`config.mk`:
```
export PLATFORM = sky130hd
export DESIGN_NAME = pipe_hazard_ctrl
export DESIGN_NICKNAME = d
export VERILOG_FILES = /design/src/rtl/pipe_hazard_ctrl.sv
export SDC_FILE = /design/constraint.sdc
export NUM_CORES = 1
export LEC_CHECK = 0
export BUFFER_PORTS_ARGS = -buffer_cell sky130_fd_sc_hd__buf_2
export CORE_AREA = 2 2 39 41
export DETAILED_ROUTE_END_ITERATION = 12
export DIE_AREA = 0 0 41 43
export GPL_TIMING_DRIVEN = 0
export PLACE_DENSITY = 0.61
export SETUP_SLACK_MARGIN = 0.5
export SYNTH_ARGS = -nofsm -noshare
export SYNTH_HDL_FRONTEND = slang
export SYNTH_SLANG_ARGS = --single-unit
```
`constraint.sdc`:
```
create_clock -name clk -period 3.6 [get_ports clk]
set_clock_uncertainty 0.15 [all_clocks]
set_input_delay 0.18 -clock clk [delete_from_list [all_inputs] [get_ports clk]]
set_output_delay 0.18 -clock clk [all_outputs]
set_load 0.03 [all_outputs]
```
`src/rtl/pipe_hazard_ctrl.sv`:
```
// Control-hazard sequencer: holds the PC and squashes fetches behind BEQ/BNE/JR/LW,
// and carries branch/JR tags to RF/EX. Optional PIPE_HAZARD_PERF_EN adds stall_count.
module pipe_hazard_ctrl #(
  parameter int BR_STALL = 2,
  parameter int LW_STALL = 1,
  parameter int CNT_W    = 4
) (
  input  logic        clk,
  input  logic        reset,
  input  logic        beq_if,
  input  logic        bne_if,
  input  logic        jr_if,
  input  logic        lw_if,
  input  logic        j_if,
  output logic        stall_pc,
  output logic        nop_sel,
  output logic        beq_rf,
  output logic        bne_rf,
  output logic        jr_rf,
  output logic        beq_ex,
  output logic        bne_ex,
  output logic        busy
`ifdef PIPE_HAZARD_PERF_EN
  ,
  output logic [31:0] stall_count
`endif
);

  localparam logic [1:0] S_RUN     = 2'd0;
  localparam logic [1:0] S_BR_WAIT = 2'd1;
  localparam logic [1:0] S_JR_WAIT = 2'd2;
  localparam logic [1:0] S_LD_WAIT = 2'd3;

  localparam logic [CNT_W-1:0] BR_INIT = CNT_W'(BR_STALL - 1);
  localparam logic [CNT_W-1:0] LW_INIT = CNT_W'(LW_STALL - 1);

  logic [1:0]       state_q, state_d;
  logic [CNT_W-1:0] cnt_q, cnt_d;
  logic             beq_rf_q, beq_rf_d;
  logic             bne_rf_q, bne_rf_d;
  logic             jr_rf_q, jr_rf_d;
  logic             beq_ex_q, beq_ex_d;
  logic             bne_ex_q, bne_ex_d;

  logic run;
  logic br_hz, jr_hz, lw_hz, hz;
  logic stall_c, nop_c;

  always_comb begin
    run   = (state_q == S_RUN);
    // Priority: branch over JR over LW; j_if never stalls.
    br_hz = (beq_if | bne_if) & run;
    jr_hz = jr_if & run & ~(beq_if | bne_if);
    lw_hz = lw_if & run & ~(beq_if | bne_if | jr_if);
    hz    = br_hz | jr_hz | lw_hz;

    state_d = state_q;
    cnt_d   = cnt_q;
    stall_c = 1'b0;
    nop_c   = 1'b0;

    case (state_q)
      S_RUN: begin
        stall_c = hz;
        nop_c   = hz;
        if (br_hz) begin
          cnt_d = BR_INIT;
          if (BR_INIT != '0) state_d = S_BR_WAIT;
        end else if (jr_hz) begin
          cnt_d   = '0;
          state_d = S_JR_WAIT;
        end else if (lw_hz) begin
          cnt_d = LW_INIT;
          if (LW_INIT != '0) state_d = S_LD_WAIT;
        end else if (j_if) begin
          state_d = S_RUN;
          cnt_d   = cnt_q;
        end
      end
      S_JR_WAIT: begin
        nop_c   = 1'b1;
        state_d = S_RUN;
      end
      default: begin
        nop_c   = 1'b1;
        stall_c = (cnt_q != '0);
        if (cnt_q != '0) cnt_d = cnt_q - 1'b1;
        // Leave on the edge that takes cnt to zero, so stall drops in RUN.
        if (cnt_q <= CNT_W'(1)) state_d = S_RUN;
      end
    endcase

    beq_rf_d = beq_if & run;
    bne_rf_d = bne_if & run;
    jr_rf_d  = jr_if & run;
    beq_ex_d = beq_rf_q;
    bne_ex_d = bne_rf_q;
  end

  always_ff @(posedge clk) begin
    if (reset) begin
      state_q  <= S_RUN;
      cnt_q    <= '0;
      beq_rf_q <= 1'b0;
      bne_rf_q <= 1'b0;
      jr_rf_q  <= 1'b0;
      beq_ex_q <= 1'b0;
      bne_ex_q <= 1'b0;
    end else begin
      state_q  <= state_d;
      cnt_q    <= cnt_d;
      beq_rf_q <= beq_rf_d;
      bne_rf_q <= bne_rf_d;
      jr_rf_q  <= jr_rf_d;
      beq_ex_q <= beq_ex_d;
      bne_ex_q <= bne_ex_d;
    end
  end

  assign stall_pc = stall_c & ~reset;
  assign nop_sel  = nop_c & ~reset;
  assign beq_rf   = beq_rf_q;
  assign bne_rf   = bne_rf_q;
  assign jr_rf    = jr_rf_q;
  assign beq_ex   = beq_ex_q;
  assign bne_ex   = bne_ex_q;
  assign busy     = ~run;

`ifdef PIPE_HAZARD_PERF_EN
  logic [31:0] stall_count_q, stall_count_d;

  always_comb begin
    stall_count_d = stall_count_q + {31'd0, stall_pc};
  end

  always_ff @(posedge clk) begin
    if (reset) stall_count_q <= '0;
    else       stall_count_q <= stall_count_d;
  end

  assign stall_count = stall_count_q;
`endif

endmodule

```
==> results.txt, run 1 <==
- 0 antenna diodes ended up in the layout.
- Tightest Pin Transition: approximately 610 ps
- Path depth of the worst reg2reg path: 5
- Number of post-CTS setup repair buffers: 0
- Counting flops and latches in the post-synthesis netlist gives 11.
- Hold/Removal Path Class: in -> reg
* Detailed-route DRC error count: 0
* Detail Placement HPWL: 728 um
- The final max-slew violation count came to 0.
- The worst setup path is launched from an input port.
- Share of synthesized area occupied by flip-flops and latches: between 40% and 50%
- Final standard cell count with taps included and fillers excluded: a little over 90
- Measured on the finished design, the core utilization comes to 45.75%.
- Total number of nets in the final design: 85
- Number of antenna violations at the first check in global routing: 0
* Count of endpoints failing setup in the final report: 0
- H-Tree Depth: 1
- Compared with the post-synthesis result, the final layout area differs by 29.08%.
- Post-CTS repair changed the size of 0 cells.
- Highest-count cells in the layout ignoring fill and taps: 13 x buf_2, 11 x dfxtp_1
- Die width: 41 um
- After synthesis, the largest area contributor takes up 44.90% of total cell area.
- The number of placed instances, taps included, is 84.
- Total of buffers placed on input and output ports: 13
- The worst pin sits at a relative slew slack of 59.25%.
- Across all layers, the routed design uses about 460 vias.
* Die Ht: ~43 um
* Clock Latency Late Sink: between 200 and 300 ps
- After synthesis, the netlist uses 27 different library cells.
- Among all flip-flop cells after synthesis, the most frequent one is dfxtp_1.
- Area occupied by multi-input gates: 244.0 um2
- Setup repair after global routing left no endpoint under its margin.
- Final global-route overflow total: 0
- Prior to clock tree synthesis, the placed netlist has a worst setup slack of roughly 1800 ps.
* Final Wtd Congestion: 0.7380
- Filler cell count in the final layout: 142
- The die covers 1763 um2.
* Async set or reset register ratio after synthesis: 0%
- Counting instances, the worst hold path has a depth of 3.
- Maximum number of pins on one net before global-route repair: 11
- Final clock period utilization by the worst path: about 64%
- Peak supply drop: around 0.00024 V
* Cell at the root of the clock tree: clkbuf_4
* Gate Count Post-Synth: 55
* Wire length of the first global-routing pass: approximately 1700 um
- The worst setup path is captured at an output pin.
* DRT iter0 DRCs: 8
* Number of warning messages in the yosys log: 0
- In this run the worst path has a maximum fanout of 4.
- Capture endpoint of the worst hold path: cnt_q[1]$_SDFFE_PP0P_
- Total wire length: 1031 um
- Once detail routing completed, the nets flagged for antenna violations numbered 0.
* Worst path setup slack after routing: between 1000 and 1500 ps
* CTS tree: built
* Mean instance size in the synthesized netlist: 8.918 um2
* Most common cell after layout, fill and taps aside: buf_2
- For this run, the detailed router's first-pass iteration total came to 4.
* Inserted Clock Buffers: 3
- Final hold vios: 0
- Register area: 220.2 um2
- For this run, the total global-route usage over all layers was measured as between 15 and 20%.
- Signal arrival time at the worst endpoint: 1970 ps
- Final critical-path required period: 2305 ps
- Total power divided by cell area: ~440 nW/um2
* Core Footprint: 1384 um2
* Number of global-route vias before repair: 396
- Cell Rows: 14
- Reg clk slew, reported paths: 70 ps
* Share of post-route cells with drive strength above 1: 26.67%
- Worst reg2reg path startpoint: cnt_q[0]$_SDFFE_PP0P_
- Clk buf depth: 2
- During I/O placement, the number of pins put on the boundary was 15.
- Sinks on Clock Net: 11
* Hold path startpoint: reset
* Starting density of the core: 35.44%
- Number of synthesized flops with an enable pin: 0
* Capturing point of the worst reg2reg path: cnt_q[3]$_SDFFE_PP0P_
- The analysis attributes to cell leakage a power of between 0.2 and 0.3 nW.
- Final TNS setup: 0 ps
- Routed length per placed instance: 11.33 um
* Category of the critical setup timing path: in -> out
- The cell area that synthesis handed to floorplanning was ~500 um2.
* Data required time at the worst endpoint: 3270 ps
- Summed over all instances, the cell type with the most area after synthesis is dfxtp_1.
* Most area-consuming cells after synthesis: dfxtp_1 45%, ha_1 5.1%, a21oi_1 4.1%, and2_1 3.8%, nor2b_1 3.8%
- The worst register-to-register path has a setup slack of 1980 ps.
* Vias per cell: roughly 5
- Post-synthesis net count: 64
* Result of the run: finished, final reports clean
- MaxCap Viol Count: 0
- Derived from the worst setup path, the maximum achievable clock frequency is 0.4339 GHz.
[Yosys cell counts, drive strengths merged (2+ instances only)]
cell type	number
a21oi	5
nor2b	3
nand3	2
and2	3
ha	2
nand2	4
inv	4
nor2	4
dfxtp	11
[cell families (layout without fill, tap and decap cells)]
| group | Yosys count | in the layout | synth area share (%) |
|---|---|---|---|
| and+or+nand+nor | 23 | 23 | 26.79 |
| AOI/OAI and AO/OA | 13 | 13 | 17.86 |
| DFF | 11 | 11 | 44.90 |
| buffers and inverters | 6 | 26 | 5.356 |
| adders and majority gates | 2 | 2 | 5.101 |
[metal layers]
layer	share of wire (%)	global-route usage, %
met1	44	19.28
met5	0	0
met4	4.5	16.00
met2	49	18.75
met3	2.8	3.141
[layout make-up]
cell class / count / area share [%]
multi-input cells: 38 / 38.54
clock inverters: 1 / 0.7905
well taps: 16 / 3.162
clock buffers: 3 / 3.557
plain buffers: 2 / 1.779
repair buffers: 16 / 15.02
inverters: 4 / 2.372
flip-flops and latches: 11 / 34.78
[critical path, cell delays in order]
cell           delay [ps]
dlygate4sd3_1         540
buf_2                 140
nor4_1                560
o22ai_1               200
nor2b_1               170
buf_2                 190
[sequential cells by signal, summed over array words and instances (netlist names)]
| register | count |
|---|---|
| cnt_q | 4 |
| state_q | 2 |
| beq_ex | 1 |
| beq_rf | 1 |
| bne_ex | 1 |
| bne_rf | 1 |
| jr_rf | 1 |
[what timing repair did]
action | in CTS | in global routing
endpoints found under the hold margin | 3 | 0
setup endpoints to repair | 0 | 0
hold buffers | 3 | 0
[worst max path at each step]
stage                                  startpoint        to  slack [ps]  cells after the start
after floorplan           state_q[0]$_SDFFE_PP0P_  stall_pc        1820                      5
after global placement      cnt_q[0]$_SDFFE_PP0P_  stall_pc        1810                      6
after detailed placement    cnt_q[0]$_SDFFE_PP0P_  stall_pc        1770                      6
after CTS                                  bne_if  stall_pc        1300                      6
after global routing                       bne_if  stall_pc        1210                      6
final                                      bne_if  stall_pc        1300                      6
[stage by stage]
stage	hold slack [ps]	cell area (um2)	total power, mW
detailed placement	270.5	575.6	0.1946
floorplan	151.7	490.5	0.1781
global route	77.14	633.1	0.2948
CTS	35.06	633.1	0.2835
global placement	276.4	575.6	0.1936
finish	41.75	633.1	0.2813
[report_power, final]
part	leakage, nW	switching, mW	internal [mW]	total, mW
Combinational	0.165	0.0391	0.0238	0.0629
Sequential	0.0902	0.00347	0.128	0.132
Clock	0.0177	0.0453	0.0412	0.0866
(Power assumes the default switching activity.)
==> inputs of run 2 (changes only) <==
Settings changed: PLACE_DENSITY 0.61 to 0.63.
Clock period 3.6 ns to 1.94 ns, I/O delays scaled along.
==> run 2 against run 1 <==
Against the previous run: worst setup slack got worse by 1100 ps; cell count rose by 12%; critical path depth did not move; die area did not move; core utilization rose by 12 points; hold slack improved by 57 ps; sequential share of layout area fell by 6.8 points; power rose by 110%; sequential power rose by 86%; first-iteration DRC count fell by 50%; sequential cell count did not move; critical endpoint unchanged; largest cell class unchanged; largest power group unchanged.
==> results.txt, run 2 (synthesized netlist as in run 1, its figures left out) <==
* Final Wtd Congestion: 0.7063 (-4.3%)
* Detail Placement HPWL: 688.4 um (-5.4%)
* Total of buffers placed on input and output ports: 13 (unchanged)
- Final standard cell count with taps included and fillers excluded: 102 (+12%)
- Setup repair after global routing could not meet its margin everywhere.
- Sinks on Clock Net: 11 (unchanged)
* CTS tree: built
* Layout-stage area growth over the synthesis result: 64.29%
* Diodes inserted: 0 (unchanged)
- Number of buffer and inverter stages on the critical path: 2 (-1)
* Detailed-route DRC error count: 0 (unchanged)
- DRT iter0 DRCs: 4 (-4)
- Maximum number of pins on one net before global-route repair: 11 (unchanged)
* Cell Rows: 14 (unchanged)
* Share of post-route cells with drive strength above 1: 52.33% (+26 points)
* I/O pins: 15 (unchanged)
- Overall power after layout: 0.6023 mW (+110%)
* Total number of nets in the final design: 96 (+13%)
- Final TNS setup: 0 ps (unchanged)
* Clk buf depth: 2 (unchanged)
* Leak pwr: 0.3442 nW (+26%)
- Hold/Removal Path Class: in -> reg
- The sum of overflow across all layers after global routing was 0 (unchanged).
* Cell chain of the critical path: inv_2, ha_4, nor3b_4, o22ai_2, nor2b_4, buf_6
- The library cell used most frequently in the layout, excluding fill and tap cells, is buf_2.
- Fin Hold WS: 98.25 ps (+56.51 ps)
- Library cell contributing the largest single delay on the critical path: dfxtp_2
- Tot GR Track Use: 17.19% (+2.2 points)
- Number of global-route vias before repair: 467 (+18%)
* Result of the run: finished, final reports clean
* Crit path max fanout: 2 (-2)
* Worst slew margin relative to its limit: 67.88% (+8.6 points)
* Core Footprint: 1384 um2 (unchanged)
* Dpl cell area: 594.3 um2 (+3.3%)
- The worst setup path is launched from a flop.
- The number of flip-flops in the largest register is 4 (unchanged).
- Count of final max-slew check failures: 0 (unchanged)
- The die footprint is 1763 um2 (unchanged).
- The worst-skew pair later-pin latency was 280 ps (about the same).
- Worst slack at placement: 210.8 ps (-1561 ps)
* Total via count after detailed routing: 524 (+15%)
- STA classifies the critical path endpoint as an output pin.
- The via-per-instance ratio came to 5.137 (+2.5%).
* Final standard cell utilization of the core: 58.23% (+12 points)
- Final critical-path required period: 1704 ps
- Routed length per placed instance: 13.05 um (+15%)
- Number of antenna violations at the first check in global routing: 0 (unchanged)
* Data required time at the worst endpoint: 1690 ps (-1580 ps)
* Die Ht: 43 um (unchanged)
- Highest attainable clock frequency: 0.5868 GHz
* Final clock period utilization by the worst path: between 80% and 90%
* Register ranked first by flip-flop count: cnt_q
- In the final layout, the registers with the most flip-flops are cnt_q x4, state_q x2.
- Total power divided by cell area: 747.5 nW/um2 (+68%)
* Area of all placed cells without fillers: 805.8 um2 (+27%)
* Worst path setup slack after routing: 235.9 ps (-1059 ps)
- On the critical path the largest part of the delay comes from simple AND/OR/NAND/NOR gates.
* Peak supply drop: 0.0004964 V (+110%)
* Signal arrival time at the worst endpoint: 1460 ps (-510 ps)
* Placed instance count: 84 (unchanged)
* Wire length of the first global-routing pass: 2042 um (+21%)
* Worst reg2reg path startpoint: cnt_q[0]$_SDFFE_PP0P_
- The slew at the pin closest to its max-slew limit was 481.8 ps (-123.8 ps).
- The number of H-tree levels was 1 (unchanged).
- Final hold vios: 0 (unchanged)
- Reg clk slew, reported paths: 70 ps (about the same)
- The worst stage delay on the critical path came to 330 ps (-230 ps).
- MaxCap Viol Count: 0 (unchanged)
- Category of the critical setup timing path: reg -> out
- The worst hold path begins at beq_if.
* Highest-count cells in the layout ignoring fill and taps: 10 x buf_2, 9 x buf_4, 7 x dfxtp_1
* Total wire length: 1331 um (+29%)
- The number of failing setup endpoints in the final timing report came to 0 (unchanged).
- Inserted Clock Buffers: 3 (unchanged)
* Die width: 41 um (unchanged)
* Length of the first detailed-routing pass in iterations: 4 (unchanged)
* Cell at the root of the clock tree: clkbuf_4
- The remaining antenna violation count came to 0 (unchanged).
- Starting density of the core: 35.44% (unchanged)
- Worst setup startpoint: cnt_q[0]$_SDFFE_PP0P_
## run 2: cell count changes in the layout (fill, tap and decap cells not counted), moves of 2 or more
cell	before	now
buf_4	1	9
dfxtp_1	11	7
dfxtp_2	0	4
buf_2	13	10
buf_6	0	3
inv_1	4	1
inv_2	0	3
clkbuf_4	3	5
## run 2: metal layers
metal,global-route usage [%],part of all wire [%],up-vias
met4,10.00,2.0,0
met5,0,0,-
li1,-,-,261
met3,1.571,2.2,2
met2,25.00,53,9
met1,23.68,43,252
## run 2: repair_timing
item                                    4_1_cts  5_1_grt
gates resized for setup                      13        7
pin swaps                                     4        3
endpoints found under the hold margin         5        0
hold buffers                                  4        0
endpoints found under the setup margin        5        7
setup buffers                                 7        3
## run 2: path summary, 6_finish.rpt
path                                                 to  slack [ps]  cells past startpoint
worst min-delay path            state_q[0]$_SDFFE_PP0P_         100                      3
worst max register to register    cnt_q[3]$_SDFFE_PP0P_         290                      4
worst max-delay path                           stall_pc         240                      6
worst min register to register        beq_ex$_SDFF_PP0_         310                      1
## run 2: final cells by class
| class | instances | area, um2 |
|---|---|---|
| Buffer | 2 | 15.01 |
| Clock buffer | 4 | 26.28 |
| Fill cell | 112 | 578.1 |
| Inverter | 4 | 15.01 |
| Multi-Input combinational cell | 38 | 309.0 |
| Sequential cell | 11 | 225.2 |
| Tap cell | 16 | 20.02 |
| Timing Repair Buffer | 27 | 195.2 |
## run 2: tightest hold or removal path, delay by kind of cell
| kind | cells | cell delay, ps |
|---|---|---|
| AO/OA/AOI/OAI | 2 | 290 |
| buffers and inverters | 1 | 100 |
## run 2: where the power goes
group	internal (mW)	total (mW)	leakage (nW)	switching, mW
clock	0.0799	0.162	0.0150	0.0817
combinational	0.0978	0.195	0.238	0.0968
sequential	0.239	0.246	0.0916	0.00655
==> inputs of run 3 (changes only) <==
--- a/constraint.sdc
+++ b/constraint.sdc
@@ -3,3 +3,3 @@
 set_input_delay 0.097 -clock clk [delete_from_list [all_inputs] [get_ports clk]]
 set_output_delay 0.097 -clock clk [all_outputs]
-set_load 0.03 [all_outputs]
+set_load 0.05 [all_outputs]
==> run 3 against run 2 <==
Against the previous run: non-clock buffer count is 4 lower; count of clock-buffer cells in the layout is 1 lower; die area stayed put; cell count is 3.9% lower; hold slack worse by 23 ps; sequential share of layout area is 1.2 points higher; critical path depth stayed put; sequential power hardly changed; highest routed layer unchanged.
==> results.txt, run 3 (synthesized netlist as in run 1, its figures left out) <==
- Share of post-route cells with drive strength above 1: 48.78% (-3.5 points)
* Total power divided by cell area: 785.4 nW/um2 (+5.1%)
- Power spent charging and discharging nets: 0.2017 mW (+9.0%)
* Number of antenna-violating nets in the routed design: 0 (unchanged)
- The net switching fraction of the power is 33.43% (+2.7 points).
- Detailed-route DRC error count: 0 (unchanged)
* Routed length per placed instance: 12.33 um (-5.5%)
- The number of buffers inserted during clock tree synthesis is 3 (unchanged).
- The total leakage power is 0.3281 nW (-4.7%).
- Die Ht: 43 um (unchanged)
- The maximum buffer depth of the clock tree came to 2 (unchanged).
- Result of the run: finished, final reports clean
- Sinks on Clock Net: 11 (unchanged)
* Number of global-route vias before repair: 465 (-0.43%)
* Die width: 41 um (unchanged)
- Filler cell count in the final layout: 116 (+3.6%)
- The slew at the pin closest to its max-slew limit came to 502.8 ps (+20.98 ps).
- Overall power after layout: 0.6034 mW (+0.19%)
- Leaving out fill and tap cells, the most frequent cell in the layout is buf_2.
- The number of antenna violations at the first check in global routing was 0 (unchanged).
- Total number of nets in the final design: 92 (-4.2%)
- Layout-stage area growth over the synthesis result: 56.63%
- Tot GR Track Use: 17.17% (-0.017 points)
- The worst slack at placement is 188.7 ps (-22.02 ps).
- The total area of multi-input combinational cells is 304.0 um2 (-1.6%).
- The tree is rooted in a clkbuf_4.
- Final critical-path required period: 1717 ps (+12.72 ps)
- The initial standard-cell utilization of the core is 35.44% (unchanged).
- Clock Latency Late Sink: 280 ps (about the same)
- Wire length on met3: 62 um (+110%)
- Final hold vios: 0 (unchanged)
* Area of all placed cells without fillers: 768.2 um2 (-4.7%)
- Biggest regs: cnt_q x4, state_q x2
- The final cell count without fillers is 98 (-3.9%).
- Final Wtd Congestion: 0.7905 (+12%)
* Length of the first detailed-routing pass in iterations: 4 (unchanged)
- Vias per cell: 5.214 (+1.5%)
* Top layer in use: met4
- Post-Route M1 WL: 474 um (-17%)
- The worst setup path is launched from a flop.
- The instance area after placement is 594.3 um2 (unchanged).
- Hold/Removal Path Class: in -> reg
- CTS tree: built
- The minimum setup slack in the final design was 223.1 ps (-12.72 ps).
- The number of diodes added for antenna fixing was 0 (unchanged).
* Data required time at the worst endpoint: 1690 ps (about the same)
- Detail Placement HPWL: 711.6 um (+3.4%)
- Signal arrival time at the worst endpoint: 1470 ps (about the same)
* Critical Path Sink Type: output pin
* Highest attainable clock frequency: 0.5825 GHz (-0.74%)
* Cell Rows: 14 (unchanged)
- Amount of wire on met2 after detailed routing: 631 um (-10%)
* Setup repair after global routing missed its margin: true
* Total via count after detailed routing: 511 (-2.5%)
- The global-route wire length before repair came to 1973 um (-3.4%).
- H-Tree Depth: 1 (unchanged)
- Register ranked first by flip-flop count: cnt_q
- Worst slew margin relative to its limit: 66.48% (-1.4 points)
- The area used by sequential logic in the layout was 224.0 um2 (-0.56%).
- The highest net fanout along the worst path was 3 (+1).
- Placed instance count: 84 (unchanged)
- The number of failing setup endpoints in the final timing report is 0 (unchanged).
- Highest-count cells in the layout ignoring fill and taps: 11 x buf_2, 8 x dfxtp_1, 6 x buf_4
* Total wire length: 1208 um (-9.2%)
- The ratio of final minimum period to clock period came to 88.50% (+0.66 points).
- Total of buffers placed on input and output ports: 13 (unchanged)
* I/O pins: 15 (unchanged)
- Final global-route overflow total: 0 (unchanged)
* Final TNS setup: 0 ps (unchanged)
* DRT iter0 DRCs: 16 (+12)
- Reg clk slew, reported paths: 70 ps (about the same)
- The die footprint is 1763 um2 (unchanged).
* Category of the critical setup timing path: reg -> out
- The clock power share is 27.0% (+0.2 points).
- MaxCap Viol Count: 0 (unchanged)
* Core Footprint: 1384 um2 (unchanged)
- The peak ir drop on the vdd network came to 0.0004670 V (-5.9%).
- Maximum number of pins on one net before global-route repair: 11 (unchanged)
- Relative contribution of combinational cells to total power: 32.3% (about the same)
* Count of final max-slew check failures: 0 (unchanged)
- The number of flip-flops in the largest register came to 4 (unchanged).
- Share of total power in sequential cells: 40.7% (-0.2 points)
* Int Pwr: 0.4017 mW (-3.7%)
## run 3: changes by cell type in the layout (fill, tap and decap cells not counted), sizes merged
cell | previous run | this run
buf | 22 | 20
clkbuf | 7 | 4
clkinv | 0 | 1
## run 3: what timing repair did
item / in CTS / in global routing
hold buffers: 4 / 0
setup endpoints to repair: 5 / 7
hold endpoints to repair: 5 / 0
buffers inserted: 4 / 2
resized for setup: 10 / 6
pin swaps: 2 / 1
## run 3: path summary, 6_finish.rpt
check                                            from  slack [ps]                 endpoint  cells past startpoint
worst max-delay path            cnt_q[1]$_SDFFE_PP0P_         220                 stall_pc                      6
worst min-delay path                           beq_if          80  state_q[0]$_SDFFE_PP0P_                      3
worst max register to register  cnt_q[0]$_SDFFE_PP0P_         300    cnt_q[3]$_SDFFE_PP0P_                      4
worst min register to register      bne_rf$_SDFF_PP0_         310        bne_ex$_SDFF_PP0_                      1
## run 3: cell type report
cell class	instances	share of cell area (%)
flip-flops and latches	11	29.15
well taps	16	2.606
plain buffers	2	1.954
multi-input cells	38	39.58
inverters	4	1.954
clock buffers	3	2.932
repair buffers	23	21.17
clock inverters	1	0.6515
## run 3: critical path, cell delays in order (launching register included)
cell	delay, ps
dfxtp_2	340
inv_2	50
ha_4	150
nor3b_4	150
o22ai_2	160
nor2b_4	170
buf_6	160
## run 3: power groups by stage
stage | registers, mW | logic, mW | clock network, mW
2_1_floorplan | 0.271 | 0.0858 | 0
3_3_place_gp | 0.251 | 0.136 | 0
3_5_place_dp | 0.252 | 0.136 | 0
4_1_cts | 0.246 | 0.173 | 0.165
5_1_grt | 0.247 | 0.206 | 0.174
6_report | 0.246 | 0.195 | 0.163
## run 3: per-stage QoR
stage	util [%]	hold WS [ps]
floorplan	-	68.71
global placement	42.95	190.6
detailed placement	42.95	187.6
CTS	52.71	58.11
global route	55.52	104.2
finish	55.52	75.18
## run 3: routing by layer
metal | global-route usage [%] | vias to the layer above
li1 | - | 248
met1 | 20.00 | 242
met2 | 25.31 | 16
met3 | 3.665 | 5
met4 | 14.00 | 0
met5 | 0 | -
